===== config.mk =====
export PLATFORM = sky130hd
export DESIGN_NAME = pipe_in_check
export DESIGN_NICKNAME = d
export VERILOG_FILES = /design/src/rtl/pipe_in_check.sv
export SDC_FILE = /design/constraint.sdc
export NUM_CORES = 1
export LEC_CHECK = 0
export ABC_CLOCK_PERIOD_IN_PS = 3250
export BUFFER_PORTS_ARGS = -buffer_cell sky130_fd_sc_hd__buf_4
export CORE_MARGIN = 1
export CORE_UTILIZATION = 40
export DETAILED_ROUTE_END_ITERATION = 12
export GPL_TIMING_DRIVEN = 0
export SYNTH_ARGS = -nofsm -noshare
export SYNTH_HDL_FRONTEND = slang
export SYNTH_SLANG_ARGS = --single-unit

===== constraint.sdc =====
create_clock -name clk -period 3.25 [get_ports clk]
set_input_delay 0.975 -clock clk [delete_from_list [all_inputs] [get_ports clk]]
set_output_delay 0.975 -clock clk [all_outputs]
set_load 0.01 [all_outputs]

===== src/rtl/pipe_in_check.sv =====
// rtl/pipe_in_check.sv - Pipe In sink checker: regenerates the expected stream and tracks errors and FIFO level

// Generates the expected 16-bit word sequence as two independent 32-bit
// halves. The mode is latched during reset and held until the next reset.
module pipe_in_check_gen (
    input  logic        clk,
    input  logic        reset,
    input  logic        i_mode,
    input  logic        i_advance,
    output logic [15:0] o_word
);

    logic        r_mode_q;
    logic [31:0] r_hi;
    logic [31:0] r_lo;

    function automatic logic [31:0] f_lfsr(input logic [31:0] r);
        return {r[30:0], r[31] ^ r[21] ^ r[1]};
    endfunction

    // Seed on reset; step both halves only when a word is consumed
    always_ff @(posedge clk) begin
        if (reset) begin
            r_mode_q <= i_mode;
            if (i_mode) begin
                r_hi <= 32'h0D0C0B0A;
                r_lo <= 32'h04030201;
            end else begin
                r_hi <= 32'h00000001;
                r_lo <= 32'h00000001;
            end
        end else if (i_advance) begin
            if (r_mode_q) begin
                r_hi <= f_lfsr(r_hi);
                r_lo <= f_lfsr(r_lo);
            end else begin
                r_hi <= r_hi + 32'd1;
                r_lo <= r_lo + 32'd1;
            end
        end
    end

    assign o_word = r_lo[15:0];

endmodule

// Top-level checker.
module pipe_in_check #(
    parameter logic [15:0] LEVEL_MAX   = 16'd65535,
    parameter logic [15:0] READY_SPACE = 16'd1024
) (
    input  logic        clk,
    input  logic        reset,
    input  logic        pipe_in_write,
    input  logic [15:0] pipe_in_data,
    output logic        pipe_in_ready,
    input  logic        throttle_set,
    input  logic [31:0] throttle_val,
    input  logic        mode,
    output logic [31:0] error_count,
    output logic        error_flag,
    output logic [31:0] word_count,
    output logic [31:0] first_err_index,
    output logic [15:0] first_err_expected,
    output logic [15:0] first_err_received,
    output logic        overflow
);

    logic [15:0] w_expected;
    logic        w_mismatch;
    logic        w_drain;
    logic        w_ready_next;

    logic [31:0] r_throttle;
    logic [15:0] r_level;
    logic        r_ready;
    logic [31:0] r_error_count;
    logic        r_error_flag;
    logic [31:0] r_word_count;
    logic [31:0] r_first_err_index;
    logic [15:0] r_first_err_expected;
    logic [15:0] r_first_err_received;
    logic        r_overflow;

    pipe_in_check_gen u_gen (
        .clk       (clk),
        .reset     (reset),
        .i_mode    (mode),
        .i_advance (pipe_in_write),
        .o_word    (w_expected)
    );

    assign w_mismatch = pipe_in_write && (pipe_in_data != w_expected);
    assign w_drain    = r_throttle[0];

    // Free space is computed one bit wider so the subtraction can never wrap
    assign w_ready_next = (({1'b0, LEVEL_MAX} - {1'b0, r_level}) >= {1'b0, READY_SPACE});

    // Circular drain pattern: load on request, otherwise rotate right
    always_ff @(posedge clk) begin
        if (reset) begin
            r_throttle <= throttle_val;
        end else if (throttle_set) begin
            r_throttle <= throttle_val;
        end else begin
            r_throttle <= {r_throttle[0], r_throttle[31:1]};
        end
    end

    // Virtual receive FIFO level; a simultaneous write and drain cancel out
    always_ff @(posedge clk) begin
        if (reset) begin
            r_level    <= 16'd0;
            r_overflow <= 1'b0;
        end else begin
            case ({pipe_in_write, w_drain})
                2'b10: begin
                    if (r_level == LEVEL_MAX) begin
                        r_overflow <= 1'b1;
                    end else begin
                        r_level <= r_level + 16'd1;
                    end
                end
                2'b01: begin
                    if (r_level != 16'd0) begin
                        r_level <= r_level - 16'd1;
                    end
                end
                default: begin
                end
            endcase
        end
    end

    // Ready reflects the level of the previous cycle
    always_ff @(posedge clk) begin
        if (reset) begin
            r_ready <= 1'b0;
        end else begin
            r_ready <= w_ready_next;
        end
    end

    // Word counting, saturating error count and first-mismatch capture
    always_ff @(posedge clk) begin
        if (reset) begin
            r_word_count         <= 32'd0;
            r_error_count        <= 32'd0;
            r_error_flag         <= 1'b0;
            r_first_err_index    <= 32'd0;
            r_first_err_expected <= 16'd0;
            r_first_err_received <= 16'd0;
        end else if (pipe_in_write) begin
            r_word_count <= r_word_count + 32'd1;
            if (w_mismatch) begin
                if (r_error_count != 32'hFFFFFFFF) begin
                    r_error_count <= r_error_count + 32'd1;
                end
                if (!r_error_flag) begin
                    r_error_flag         <= 1'b1;
                    r_first_err_index    <= r_word_count;
                    r_first_err_expected <= w_expected;
                    r_first_err_received <= pipe_in_data;
                end
            end
        end
    end

    assign pipe_in_ready      = r_ready;
    assign error_count        = r_error_count;
    assign error_flag         = r_error_flag;
    assign word_count         = r_word_count;
    assign first_err_index    = r_first_err_index;
    assign first_err_expected = r_first_err_expected;
    assign first_err_received = r_first_err_received;
    assign overflow           = r_overflow;

endmodule

---- Word-level counts from Yosys, hierarchy flattened ----
Index checks and enable logic that the tools add are counted.
word-level totals
  register bits ........................... 212
  word-level logic and storage cells ...... 47
cells by class
  add/subtract/negate cells ............... 6
  $lt $le $gt $ge ......................... 1
  equal/unequal tests ..................... 7
  mux-type cells .......................... 9
  bitwise gates (word level) .............. 3
  reductions and logical operators ........ 9
operators by type and width
  operator                number
  $mux 32                 5
  $add 32x1->32 const B   3
  $mux 16                 2
  $ne 32x32->1 const B    1
  $pmux 16 s2             1
  $mux 27                 1
  $ge 17x11->1 const B    1
  $sub 16x16->17 const A  1
  $add 16x1->16 const B   1
  $eq 16x16->1 const B    1
  $ne 16x16->1            1
  $reduce_bool 16->1      1
  $sub 16x1->16 const B   1
  $reduce_and 3->1        3
  $ne 2x2->1 const B      2
  $reduce_and 2->1        2
  $reduce_bool 2->1       2
  $eq 2x1->1 const B      1
  $eq 2x2->1 const B      1
  $xor 1x1->1             2
  $logic_and 1x1->1       1
  $not 1->1               1

---- Logic depth before layout (Yosys ltp) ----
Gate-level depths: netlist of the first run.
  word-level depth ........................ 5
  depth in mapped cells ................... 9

---- By module ----
A second synthesis of the first run with hierarchy kept.
unflattened totals
  cell total of the unflattened synthesis .. 1144
  area total of the unflattened synthesis .. 10033.4 um^2
modules (own cells, without submodules)
  module             instances  cells each  area an instance (um^2)
  pipe_in_check      1          888         7672.4
  pipe_in_check_gen  1          256         2361.0

---- Worst setup path before layout of the first run ----
OpenSTA, ideal clock, no wires.
  path type ............................... input -> register
  from .................................... input pipe_in_write
  to ...................................... register r_level[10]
  library setup time ...................... 121 ps
  arrival time ............................ 2924 ps
  required time ........................... 3129 ps
  setup slack ............................. 206 ps
  cell stages on the path ................. 9
  cells stage by stage .................... nand2b_1 clkbuf_1 xnor2_1 ha_1 or4_1 nor4_1 nand2_1 a22oi_1 mux2_2
on the way
  word-level cells in the longest chain between the ends .. 3
RTL lines
  item                                                       RTL line  source
  start: declaration                                         54        input logic pipe_in_write,
  $eq 2x1->1 or $eq 2x2->1 (tied branches)                   116       case ({pipe_in_write, w_drain})
  $ne 2x2->1 (no line) or $reduce_bool 2->1 (tied branches)  --
  $reduce_and 3->1 (no line)                                 --
  end signal: assignment                                     121       r_level <= r_level + 16'd1;
  end signal: assignment                                     126       r_level <= r_level - 16'd1;
  end: declaration                                           75        logic [15:0] r_level;
Several ways; a longest one is shown, not always the timed one.
A chain may end at the register's enable or synchronous reset.

---- Final worst setup path of the first run ----
  from .................................... input reset
  to ...................................... register u_gen.r_lo[24] (data pin)
on the way
  word-level cells in the longest chain between the ends .. 1
RTL lines
  item                    RTL line  source
  start: declaration      53        input logic reset,
  $mux 32                 23        if (reset) begin
  end signal: assignment  35        r_lo <= f_lfsr(r_lo);
  end signal: assignment  38        r_lo <= r_lo + 32'd1;
  end: declaration        15        logic [31:0] r_lo;
Every way passes these cells.

==> results of run 1 <==
[cell type report]
cell class / count / area (sq um)
clock buffers: 36 / 802
plain buffers: 83 / 359
inverters: 14 / 52.6
fillers: 2529 / 12800
clock inverters: 9 / 101
repair buffers: 183 / 1370
flip-flops and latches: 212 / 4570
well taps: 335 / 419
multi-input cells: 856 / 5880
[cells in the mapped netlist (6+ instances only)]
library cell	instances
sky130_fd_sc_hd__a21oi_1	48
sky130_fd_sc_hd__a21oi_2	7
sky130_fd_sc_hd__a22oi_1	6
sky130_fd_sc_hd__and3_1	11
sky130_fd_sc_hd__and4_1	17
sky130_fd_sc_hd__buf_2	11
sky130_fd_sc_hd__clkbuf_1	62
sky130_fd_sc_hd__dfxtp_1	179
sky130_fd_sc_hd__edfxtp_1	33
sky130_fd_sc_hd__inv_1	13
sky130_fd_sc_hd__mux2_1	18
sky130_fd_sc_hd__mux2_2	38
sky130_fd_sc_hd__mux2_4	7
sky130_fd_sc_hd__mux2i_1	79
sky130_fd_sc_hd__nand2_1	46
sky130_fd_sc_hd__nand2b_1	131
sky130_fd_sc_hd__nand3_1	52
sky130_fd_sc_hd__nand4_1	42
sky130_fd_sc_hd__nor2_1	91
sky130_fd_sc_hd__nor2b_1	43
sky130_fd_sc_hd__nor3_1	28
sky130_fd_sc_hd__nor4_1	21
sky130_fd_sc_hd__o21ai_0	22
sky130_fd_sc_hd__o31ai_1	14
sky130_fd_sc_hd__or3_1	7
sky130_fd_sc_hd__or4_1	14
sky130_fd_sc_hd__xnor2_1	34
sky130_fd_sc_hd__xor2_1	12
[critical path, stage by stage]
cell                       delay [ps]
sky130_fd_sc_hd__buf_4             90
sky130_fd_sc_hd__clkbuf_1         610
sky130_fd_sc_hd__clkbuf_1         400
sky130_fd_sc_hd__clkbuf_1         440
sky130_fd_sc_hd__clkbuf_1         670
sky130_fd_sc_hd__a31oi_1          100
[through the flow]
step | std cells | hold WS [ps]
CTS | 1729 | 453
finish | 1728 | 450
floorplan | 1166 | 433
global placement | 1684 | 437
global route | 1728 | 463
detailed placement | 1684 | 439
[routing by layer]
| metal | track usage [%] | vias up | share of wire [%] |
|---|---|---|---|
| met5 | 0 | - | 0 |
| met4 | 4.11 | 0 | 1.6 |
| met3 | 3.64 | 37 | 6.0 |
| met1 | 28.5 | 4382 | 46 |
| li1 | - | 4571 | - |
| met2 | 34.0 | 291 | 46 |
[power by group through the flow]
stage / sequential [mW] / combinational [mW] / clock, mW
floorplan: 2.95 / 0.588 / 0
global placement: 2.97 / 0.856 / 0
detailed placement: 2.97 / 0.866 / 0
CTS: 2.91 / 0.871 / 3.06
global route: 2.93 / 0.942 / 3.17
finish: 2.91 / 0.865 / 2.99
[flip-flops by register name (all words and copies together), names as in the netlist]
| signal | count |
|---|---|
| error_count | 32 |
| first_err_index | 32 |
| r_throttle | 32 |
| u_gen.r_lo | 32 |
| word_count | 32 |
| first_err_expected | 16 |
| first_err_received | 16 |
| r_level | 16 |
| error_flag | 1 |
| overflow | 1 |
| pipe_in_ready | 1 |
| u_gen.r_mode_q | 1 |
[logic make-up (layout without fill, tap and decap cells)]
family	after synthesis	count (layout)	synth area share, %
AOI/OAI and AO/OA	135	135	8.35
xor gates and xnor gates	46	46	3.71
adders and majority gates	4	4	0.461
buffers and inverters	98	325	3.82
DFF	212	212	42.1
muxes	142	142	14.1
and+or+nand+nor	529	529	27.5
[repair_timing]
action	4_1_cts	5_1_grt
setup buffers	0	0
endpoints found under the setup margin	32	2
resized for setup	1	1
[cell usage in the layout, fill, tap and decap left out, drive strengths merged, types with 11 or more instances in the layout]
cell and count:
mux2 63, o21ai 22, nand4 43, edfxtp 33, nand3 52, nor2 92
nand2 46, nand2b 132, or4 15, and3 11, buf 205, nor4 22
inv 14, nor3 28, o31ai 15, xnor2 34, xor2 12, mux2i 79
clkbuf 97, nor2b 43, a21oi 55, and4 17, dfxtp 179
[path summary, 6_finish.rpt]
check                                                          end  cells past startpoint
worst min register to register               r_throttle[6]$_DFF_P_                      1
worst min-delay path                         r_throttle[6]$_DFF_P_                      1
worst max register to register  first_err_received[6]$_SDFFE_PP0P_                      7
worst max-delay path                  u_gen.r_lo[24]$_SDFFCE_PP0P_                      6
==> qor.txt, run 1 <==
OUTCOME
-------------------------------------------------------------------------------------------------
Result of the run                                                                    finished, final reports clean

GLOBAL ROUTING
-------------------------------------------------------------------------------------------------
Pin count of the biggest net entering global routing                                           33
Initial antenna violation count                                                                 0
Number of global-route vias before repair                                                   8,560
Wire length of the first global-routing pass                                            47,200 um
Total global-route track usage                                                              20.7%
Grt ovf                                                                                         0

DIE
-------------------------------------------------------------------------------------------------
Area of the die                                                                      0.0278 sq mm
Placement Rows                                                                                 59
Floorplan die height                                                                       167 um
Floorplan die width                                                                        167 um
Ports                                                                                         184
Starting Density                                                                            41.2%
Std-Cell Core Area                                                                   0.0264 sq mm

YOSYS
-------------------------------------------------------------------------------------------------
EDFF count, synth                                                                              33
Biggest area consumer among synthesized cells                                        sky130_fd_sc_hd__dfxtp_1
Mean Syn Cell Area                                                                     9.32 sq um
Number of distinct library cell variants in the gate-level netlist after synthesis             67
Cell types occupying the most area after synthesis                                   sky130_fd_sc_hd__dfxtp_1 (33%), sky130_fd_sc_hd__edfxtp_1 (9.1%), sky130_fd_sc_hd__nand2b_1 (7.5%)
Fraction of post-synthesis cell area in the top cell type by area                           33.0%
Total number of yosys warnings                                                                  0
Number of instances in the synthesized netlist                                              1,166
Area of the mapped netlist                                                           0.0109 sq mm
Portion of the post-synthesis area used by sequential elements                              42.1%
Post-Synthesis Net Count                                                                    1,223
Post-synthesis register bit count                                                             212
Proportion of synthesized flip-flops having asynchronous set or reset                          0%
Main synth FF type                                                                   sky130_fd_sc_hd__dfxtp_1

TIMING
-------------------------------------------------------------------------------------------------
Final hold violation count                                                                      0
Final cycle utilization of the critical path                                                94.7%
Final WS setup                                                                             173 ps
Headroom to the max-slew limit                                                              39.9%
Final Max Tran Viols                                                                            0
Setup skew after layout                                                                   9.24 ps
Maximum clock frequency                                                                 0.325 GHz
Final setup TNS                                                                              0 ps
Final worst path period need                                                              3080 ps
Least-Margin Pin Slew                                                                      895 ps
Setup repair after global routing missed its margin                                         false
Number of failing setup endpoints in the final timing report                                    0

CLOCKING
-------------------------------------------------------------------------------------------------
TritonCTS clock tree                                                                          yes
Clock buffer count from CTS                                                                    25
Number of levels the H-tree was split into                                                      1
CTS hold repair buffers                                                                         0
Skew-Pair Late Insertion Delay                                                             520 ps
Maximum count of clock buffers along a single path                                              3
Total number of clock tree sinks                                                              212
Register clock-pin slew on the reported worst setup and hold paths                          60 ps
Clk root buf                                                                         sky130_fd_sc_hd__clkbuf_16

POWER
-------------------------------------------------------------------------------------------------
Internal power                                                                            5.08 mW
Sequential group share of total power                                                       43.0%
Power per Cell Area                                                                   499 mW/mm^2
Comb pwr share                                                                              12.8%
Clock power frac                                                                            44.2%
Power dissipated by switching net loads                                                   1.69 mW
Worst vdd ir                                                                             0.345 mV
Total power after layout                                                                  6.77 mW
Leakage power                                                                             5.20 nW
Share of total power consumed by net switching                                              25.0%

DETAILED ROUTING
-------------------------------------------------------------------------------------------------
DRT iter0 DRCs                                                                                611
Via count of the routed design                                                              9,281
Mean number of vias per cell                                                                 5.37
Final WL                                                                                29,800 um
Number of nets with antenna violations after routing                                            0
Drt drc                                                                                         0
First-pass DRT Iterations                                                                       6
Routed length per placed instance                                                         17.2 um

SETUP PATH
-------------------------------------------------------------------------------------------------
Startpoint of the worst-slack reg-to-reg timing path                                 u_gen.r_lo[12]$_SDFFCE_PP0P_
CP Class                                                                                in -> reg
Setup crit start                                                                            reset
Arrival time at the worst endpoint                                                        3300 ps
Setup crit end kind                                                                          flop
Largest driver fanout on the critical path                                                     10
Launching element type of the critical path                                            input port
Reg2Reg Setup Slack                                                                        410 ps
WP data required                                                                          3470 ps

CELLS AND AREA
-------------------------------------------------------------------------------------------------
End-of-flow core utilization                                                                51.5%
Post-route design area                                                               0.0136 sq mm
# diodes                                                                                        0
Post-layout nets                                                                            1,432
Area grow syn2layout                                                                        24.9%
Layout cells sized above 1                                                                  22.5%

PLACEMENT
-------------------------------------------------------------------------------------------------
Placer congestion estimate                                                                  0.905
Buffers on Ports                                                                              183
Estimated wirelength of the detail-placed design                                        21,400 um
Placed Area                                                                          0.0127 sq mm
Post-placement setup slack                                                                -598 ps

MIN PATH
-------------------------------------------------------------------------------------------------
Class of the worst hold path                                                           reg -> reg
Worst min-delay path startpoint                                                      r_throttle[7]$_DFF_P_

JOB
-------------------------------------------------------------------------------------------------
Max capacitance violation total                                                                 0

(Power assumes the default switching activity.)
==> inputs of run 2 (changes only) <==
--- a/config.mk
+++ b/config.mk
@@ -5,7 +5,7 @@
 export SDC_FILE = /design/constraint.sdc
 export NUM_CORES = 1
 export LEC_CHECK = 0
-export ABC_CLOCK_PERIOD_IN_PS = 3250
+export ABC_CLOCK_PERIOD_IN_PS = 4000
 export BUFFER_PORTS_ARGS = -buffer_cell sky130_fd_sc_hd__buf_4
 export CORE_MARGIN = 1
 export CORE_UTILIZATION = 40
==> constraint.sdc (replaced) <==
create_clock -name clk -period 4 [get_ports clk]
set_input_delay 1.2 -clock clk [delete_from_list [all_inputs] [get_ports clk]]
set_output_delay 1.2 -clock clk [all_outputs]
set_load 0.01 [all_outputs]
==> qor.txt, run 2 (synthesis results as in run 1) <==
CLOCKING
---------------------------------------------------------------------------------
Total number of clock tree sinks                                              212   unchanged
Register clock-pin slew on the reported worst setup and hold paths          60 ps   about the same
Skew-Pair Late Insertion Delay                                             520 ps   about the same
Post-CTS Setup Inserts                                                          0   unchanged
CTS hold repair buffers                                                         0   unchanged
Post-cts sizing count                                                           0   -1
Clock buffer count from CTS                                                    25   unchanged
TritonCTS clock tree                                                          yes
Maximum count of clock buffers along a single path                              3   unchanged
Number of levels the H-tree was split into                                      1   unchanged
Clk root buf                                                         sky130_fd_sc_hd__clkbuf_16

MIN PATH
---------------------------------------------------------------------------------
Hold path depth                                                                 1   unchanged
Worst Hold End                                                       r_throttle[6]$_DFF_P_
Class of the worst hold path                                           reg -> reg
Worst min-delay path startpoint                                      r_throttle[7]$_DFF_P_

TIMING
---------------------------------------------------------------------------------
Setup skew after layout                                                   7.84 ps   -1.40 ps
Least-Margin Pin Slew                                                      894 ps   -1.44 ps
Final cycle utilization of the critical path                                87.4%
Number of failing setup endpoints in the final timing report                    0   unchanged
Final hold violation count                                                      0   unchanged
Headroom to the max-slew limit                                              40.0%   +0.097 points
Setup repair after global routing missed its margin                         false
Final worst path period need                                              3490 ps
Final Max Tran Viols                                                            0   unchanged
Final worst hold slack                                                     450 ps   +0.00500 ps
Final WS setup                                                             506 ps   +333 ps
Maximum clock frequency                                                 0.286 GHz

DETAILED ROUTING
---------------------------------------------------------------------------------
DRT iter0 DRCs                                                                576   -5.7%
Total met2 wirelength after detailed routing                            13,800 um   +0.55%
Final WL                                                                29,900 um   +0.37%
Via count of the routed design                                              9,274   -0.075%
Wire length on met3                                                       1670 um   -6.5%
Met1 wire length                                                        14,000 um   +1.4%
Mean number of vias per cell                                                 5.36   -0.13%
Topmost layer with routed signal wires                                       met4
Drt drc                                                                         0   unchanged
Number of nets with antenna violations after routing                            0   unchanged
First-pass DRT Iterations                                                       8   +2
Routed length per placed instance                                         17.3 um   +0.31%

SETUP PATH
---------------------------------------------------------------------------------
Sequence of cells on the critical path                               buf_4 > clkbuf_1 > clkbuf_1 > clkbuf_1 > or2_2
Arrival time at the worst endpoint                                        3640 ps   +340 ps
Largest stage delay on the critical path                                   750 ps   +80 ps
WP data required                                                          4140 ps   +670 ps
CP Class                                                                in -> reg
Startpoint of the worst-slack reg-to-reg timing path                 u_gen.r_lo[12]$_SDFFCE_PP0P_
Setup crit end kind                                                          flop
CP max stage cell                                                    sky130_fd_sc_hd__or2_2
Reg-to-reg critical path endpoint                                    first_err_received[6]$_SDFFE_PP0P_
Number of cell instances on the worst register-to-register path                 7   unchanged
CP most frequent cell                                                sky130_fd_sc_hd__clkbuf_1
Largest driver fanout on the critical path                                     32   +22
Launching element type of the critical path                            input port
Reg2Reg Setup Slack                                                       1160 ps   +750 ps

CELLS AND AREA
---------------------------------------------------------------------------------
Area grow syn2layout                                                        24.8%   about the same
Most frequent cells in the layout                                    sky130_fd_sc_hd__buf_4 (186), sky130_fd_sc_hd__dfxtp_1 (179), sky130_fd_sc_hd__nand2b_1 (131)
# diodes                                                                        0   unchanged
Post-route design area                                               0.0136 sq mm   about the same
Layout cells sized above 1                                                  22.5%   -0.088 points
Number of cells in the finished layout apart from fillers                   1,729   +0.058%
Post-layout nets                                                            1,433   +0.070%
End-of-flow core utilization                                                51.5%   about the same
Commonest non-fill, non-tap cell in the layout                       sky130_fd_sc_hd__buf_4

PLACEMENT
---------------------------------------------------------------------------------
Cell Count Post-Placement                                                   1,684   unchanged
Estimated wirelength of the detail-placed design                        21,400 um   unchanged
Post-placement setup slack                                               -73.3 ps   +525 ps
Placed Area                                                          0.0127 sq mm   unchanged
Placer congestion estimate                                                  0.905   unchanged
Buffers on Ports                                                              183   unchanged

POWER
---------------------------------------------------------------------------------
Leakage power                                                             5.20 nW   about the same
Power per Cell Area                                                   406 mW/mm^2   -19%
Worst vdd ir                                                             0.280 mV   -19%

DIE
---------------------------------------------------------------------------------
Placement Rows                                                                 59   unchanged
Floorplan die height                                                       167 um   unchanged
Area of the die                                                      0.0278 sq mm   unchanged
Floorplan die width                                                        167 um   unchanged
Std-Cell Core Area                                                   0.0264 sq mm   unchanged
Ports                                                                         184   unchanged
Starting Density                                                            41.2%   unchanged

GLOBAL ROUTING
---------------------------------------------------------------------------------
Total global-route track usage                                              20.7%   about the same
Grt ovf                                                                         0   unchanged
Number of global-route vias before repair                                   8,561   +0.012%
Initial antenna violation count                                                 0   unchanged
Wire length of the first global-routing pass                            47,200 um   about the same
Pin count of the biggest net entering global routing                           33   unchanged

OUTCOME
---------------------------------------------------------------------------------
Result of the run                                                    finished, final reports clean

JOB
---------------------------------------------------------------------------------
Max capacitance violation total                                                 0   unchanged

-- run 2: cell count changes in the layout (fill, tap and decap cells not counted) --
cell,delta
sky130_fd_sc_hd__nor4b_1,+1
sky130_fd_sc_hd__clkbuf_1,+1
sky130_fd_sc_hd__or2_4,-1
sky130_fd_sc_hd__or2_2,+1
sky130_fd_sc_hd__nor4b_2,-1
-- run 2: critical path: cells and delay by family --
kind / cells / cell delay (ps)
buf+inv: 4 / 1660
simple gates: 1 / 750
-- run 2: area by class of cell --
cell class / count / area [sq um]
multi-input combinational: 856 / 5870
sequential: 212 / 4570
clock buffer: 36 / 802
inverter: 14 / 52.6
tap: 335 / 419
timing repair buffer: 183 / 1370
buffer: 84 / 363
clock inverter: 9 / 101
fill: 2530 / 12800
-- run 2: worst max-delay path by stage --
stage	startpoint	endpoint	slack, ps	cells past startpoint
4_1_cts	reset	u_gen.r_lo[14]$_SDFFCE_PP0P_	480	5
2_1_floorplan	pipe_in_write	r_level[10]$_SDFFE_PP0P_	730	9
6_report	reset	u_gen.r_lo[13]$_SDFFCE_PP0P_	510	5
3_3_place_gp	reset	u_gen.r_lo[3]$_SDFFCE_PP0P_	-100	5
5_1_grt	reset	u_gen.r_lo[30]$_SDFFCE_PP0P_	360	5
3_5_place_dp	reset	u_gen.r_lo[3]$_SDFFCE_PP0P_	-70	5
-- run 2: power breakdown --
group / switching [mW] / total [mW] / internal, mW
logic: 0.383 / 0.703 / 0.320
clock network: 0.911 / 2.43 / 1.52
registers: 0.0844 / 2.37 / 2.28
-- run 2: metrics by stage --
stage                     power [mW]  TNS, ps
final                           5.50        0
after global routing            5.72        0
after CTS                       5.56        0
after detailed placement        3.11    -2300
after global placement          3.10    -3180
after floorplan                 2.88        0
-- run 2: layer usage --
layer | track usage [%] | vias up
met1 | 28.4 | 4404
met2 | 34.0 | 265
met4 | 4.11 | 0
met3 | 3.64 | 33
li1 | - | 4572
met5 | 0 | -
==> inputs of run 3 (changes only) <==
--- a/config.mk
+++ b/config.mk
@@ -8,9 +8,11 @@
 export ABC_CLOCK_PERIOD_IN_PS = 4000
 export BUFFER_PORTS_ARGS = -buffer_cell sky130_fd_sc_hd__buf_4
 export CORE_MARGIN = 1
-export CORE_UTILIZATION = 40
+export CORE_UTILIZATION = 60
+export CTS_CLUSTER_SIZE = 30
 export DETAILED_ROUTE_END_ITERATION = 12
 export GPL_TIMING_DRIVEN = 0
+export PLACE_DENSITY = 0.84
 export SYNTH_ARGS = -nofsm -noshare
 export SYNTH_HDL_FRONTEND = slang
 export SYNTH_SLANG_ARGS = --single-unit
==> qor.txt, run 3 (synthesis results as in run 1) <==
PLACEMENT
---------------------------------------------------------------------------------
Estimated wirelength of the detail-placed design                        20,200 um   -5.6%
Buffers on Ports                                                              183   unchanged
Placed Area                                                          0.0125 sq mm   -1.1%
Placer congestion estimate                                                  0.886   -2.1%

GLOBAL ROUTING
---------------------------------------------------------------------------------
Grt ovf                                                                         0   unchanged
Number of global-route vias before repair                                   9,171   +7.1%
Global-route layer with the greatest usage                                   met2
Pin count of the biggest net entering global routing                           33   unchanged
Total global-route track usage                                              31.1%   +10 points
Met2 track demand over resource                                             53.8%   +20 points
GR Util met3                                                                3.63%   -0.0063 points
Wire length of the first global-routing pass                            46,200 um   -2.2%
Met1 usage in global routing                                                39.1%   +11 points
Initial antenna violation count                                                 0   unchanged

CLOCKING
---------------------------------------------------------------------------------
CTS hold repair buffers                                                         0   unchanged
Skew-Pair Late Insertion Delay                                             510 ps   about the same
Register clock-pin slew on the reported worst setup and hold paths          70 ps   about the same
Clock buffer count from CTS                                                    22   -12%
Post-cts sizing count                                                           0   unchanged
TritonCTS clock tree                                                          yes
Clk root buf                                                         sky130_fd_sc_hd__clkbuf_16
Maximum count of clock buffers along a single path                              3   unchanged
Post-CTS Setup Inserts                                                          0   unchanged
Total number of clock tree sinks                                              212   unchanged
Number of levels the H-tree was split into                                      1   unchanged

POWER
---------------------------------------------------------------------------------
Power dissipated by switching net loads                                   1.33 mW   -3.8%
Leakage power                                                             5.13 nW   -1.5%
Power per Cell Area                                                   390 mW/mm^2   -3.9%
Internal power                                                            3.85 mW   -6.7%
Sequential group share of total power                                       45.8%   +2.8 points
Total power after layout                                                  5.17 mW   -6.0%
Clock power frac                                                            40.5%   -3.7 points
Share of total power consumed by net switching                              25.6%   +0.59 points
Worst vdd ir                                                             0.407 mV   +45%
Comb pwr share                                                              13.7%   +0.9 points

CELLS AND AREA
---------------------------------------------------------------------------------
Commonest non-fill, non-tap cell in the layout                       sky130_fd_sc_hd__buf_4
Area grow syn2layout                                                        22.1%
Most frequent cells in the layout                                    sky130_fd_sc_hd__buf_4 (186), sky130_fd_sc_hd__dfxtp_1 (179), sky130_fd_sc_hd__nand2b_1 (131)
Layout cells sized above 1                                                  22.0%   -0.42 points
Post-route design area                                               0.0133 sq mm   -2.2%
# diodes                                                                        0   unchanged
Post-layout nets                                                            1,430   -0.21%
End-of-flow core utilization                                                75.9%   +24 points

SETUP PATH
---------------------------------------------------------------------------------
Startpoint of the worst-slack reg-to-reg timing path                 r_throttle[0]$_DFF_P_
WP data required                                                          4400 ps   +260 ps
Launching element type of the critical path                            input port
CP Class                                                                in -> reg
Number of cell instances on the worst register-to-register path                 9   +2
Reg2Reg Setup Slack                                                       1090 ps   -70 ps
Reg-to-reg critical path endpoint                                    r_level[14]$_SDFFE_PP0P_
Largest driver fanout on the critical path                                     10   -69%
Arrival time at the worst endpoint                                        3830 ps   +190 ps
Setup crit end kind                                                          flop

TIMING
---------------------------------------------------------------------------------
Least-Margin Pin Slew                                                      884 ps   -9.40 ps
Final setup TNS                                                              0 ps   unchanged
Setup skew after layout                                                   10.9 ps   +3.03 ps
Final worst path period need                                              3430 ps   -60.5 ps
Setup repair after global routing missed its margin                         false
Final cycle utilization of the critical path                                85.8%   -1.5 points
Final Max Tran Viols                                                            0   unchanged
Number of failing setup endpoints in the final timing report                    0   unchanged
Final hold violation count                                                      0   unchanged
Maximum clock frequency                                                 0.291 GHz   +1.8%
Headroom to the max-slew limit                                              40.6%   +0.63 points

DETAILED ROUTING
---------------------------------------------------------------------------------
Number of nets with antenna violations after routing                            0   unchanged
Drt drc                                                                         0   unchanged
First-pass DRT Iterations                                                       6   -2
Mean number of vias per cell                                                 5.95   +11%
Final WL                                                                29,000 um   -3.0%
Via count of the routed design                                              9,597   +3.5%
Routed length per placed instance                                         18.0 um   +3.9%
DRT iter0 DRCs                                                                636   +10%

DIE
---------------------------------------------------------------------------------
Floorplan die height                                                       137 um   -18%
Std-Cell Core Area                                                   0.0175 sq mm   -34%
Area of the die                                                      0.0186 sq mm   -33%
Starting Density                                                            62.2%   +21 points
Placement Rows                                                                 48   -19%
Floorplan die width                                                        137 um   -18%
Ports                                                                         184   unchanged

JOB
---------------------------------------------------------------------------------
Max capacitance violation total                                                 0   unchanged

MIN PATH
---------------------------------------------------------------------------------
Hold path depth                                                                 1   unchanged
Worst Hold End                                                       r_throttle[18]$_DFF_P_
Class of the worst hold path                                           reg -> reg
Worst min-delay path startpoint                                      r_throttle[19]$_DFF_P_

OUTCOME
---------------------------------------------------------------------------------
Result of the run                                                    finished, final reports clean

run 3: changes by cell type in the layout (fill, tap and decap cells not counted), sizes merged:
cell	delta
inv	-1
clkinvlp	-1
clkbuf	-2
bufinv	-1
run 3: worst max-delay path: stages:
cell and delay (ps):
sky130_fd_sc_hd__buf_4 150, sky130_fd_sc_hd__nand2b_1 120, sky130_fd_sc_hd__clkbuf_1 390, sky130_fd_sc_hd__xnor2_1 180, sky130_fd_sc_hd__ha_1 230, sky130_fd_sc_hd__nand3_1 180, sky130_fd_sc_hd__nor4b_1 630, sky130_fd_sc_hd__nand4_1 200
sky130_fd_sc_hd__a22oi_2 230, sky130_fd_sc_hd__mux2_4 320
run 3: final cells by class:
cell class,instances,area (sq um)
Clock inverter,6,55.1
Timing Repair Buffer,183,1370
Multi-Input combinational cell,856,5870
Sequential cell,212,4570
Tap cell,225,282
Fill cell,1285,4220
Buffer,84,363
Clock buffer,34,687
Inverter,14,52.6
run 3: stage by stage:
step	hold slack, ps	std cells	setup slack (ps)
floorplan	433	1166	731
global placement	436	1574	102
detailed placement	439	1574	102
CTS	456	1614	607
global route	467	1614	462
finish	457	1614	566
run 3: per-layer routing:
layer,vias to the layer above,wire length (um)
met5,-,0
met4,0,959
met3,78,1660
met2,361,14200
met1,4576,12200
li1,4582,-
run 3: worst max-delay path by stage:
stage	end	startpoint	slack, ps	cells after the start
after floorplan	r_level[10]$_SDFFE_PP0P_	pipe_in_write	730	9
after global placement	u_gen.r_lo[30]$_SDFFCE_PP0P_	reset	100	5
after detailed placement	u_gen.r_lo[0]$_SDFFCE_PP1P_	reset	100	5
after CTS	u_gen.r_lo[4]$_SDFFCE_PP0P_	reset	610	5
after global routing	u_gen.r_lo[15]$_SDFFCE_PP0P_	reset	460	5
final	r_level[14]$_SDFFE_PP0P_	pipe_in_write	570	10
run 3: power groups by stage:
stage / logic (mW) / registers, mW / clock network (mW)
finish: 0.710 / 2.37 / 2.09
global route: 0.768 / 2.38 / 2.19
CTS: 0.704 / 2.37 / 2.11
detailed placement: 0.697 / 2.41 / 0
global placement: 0.680 / 2.41 / 0
floorplan: 0.478 / 2.40 / 0
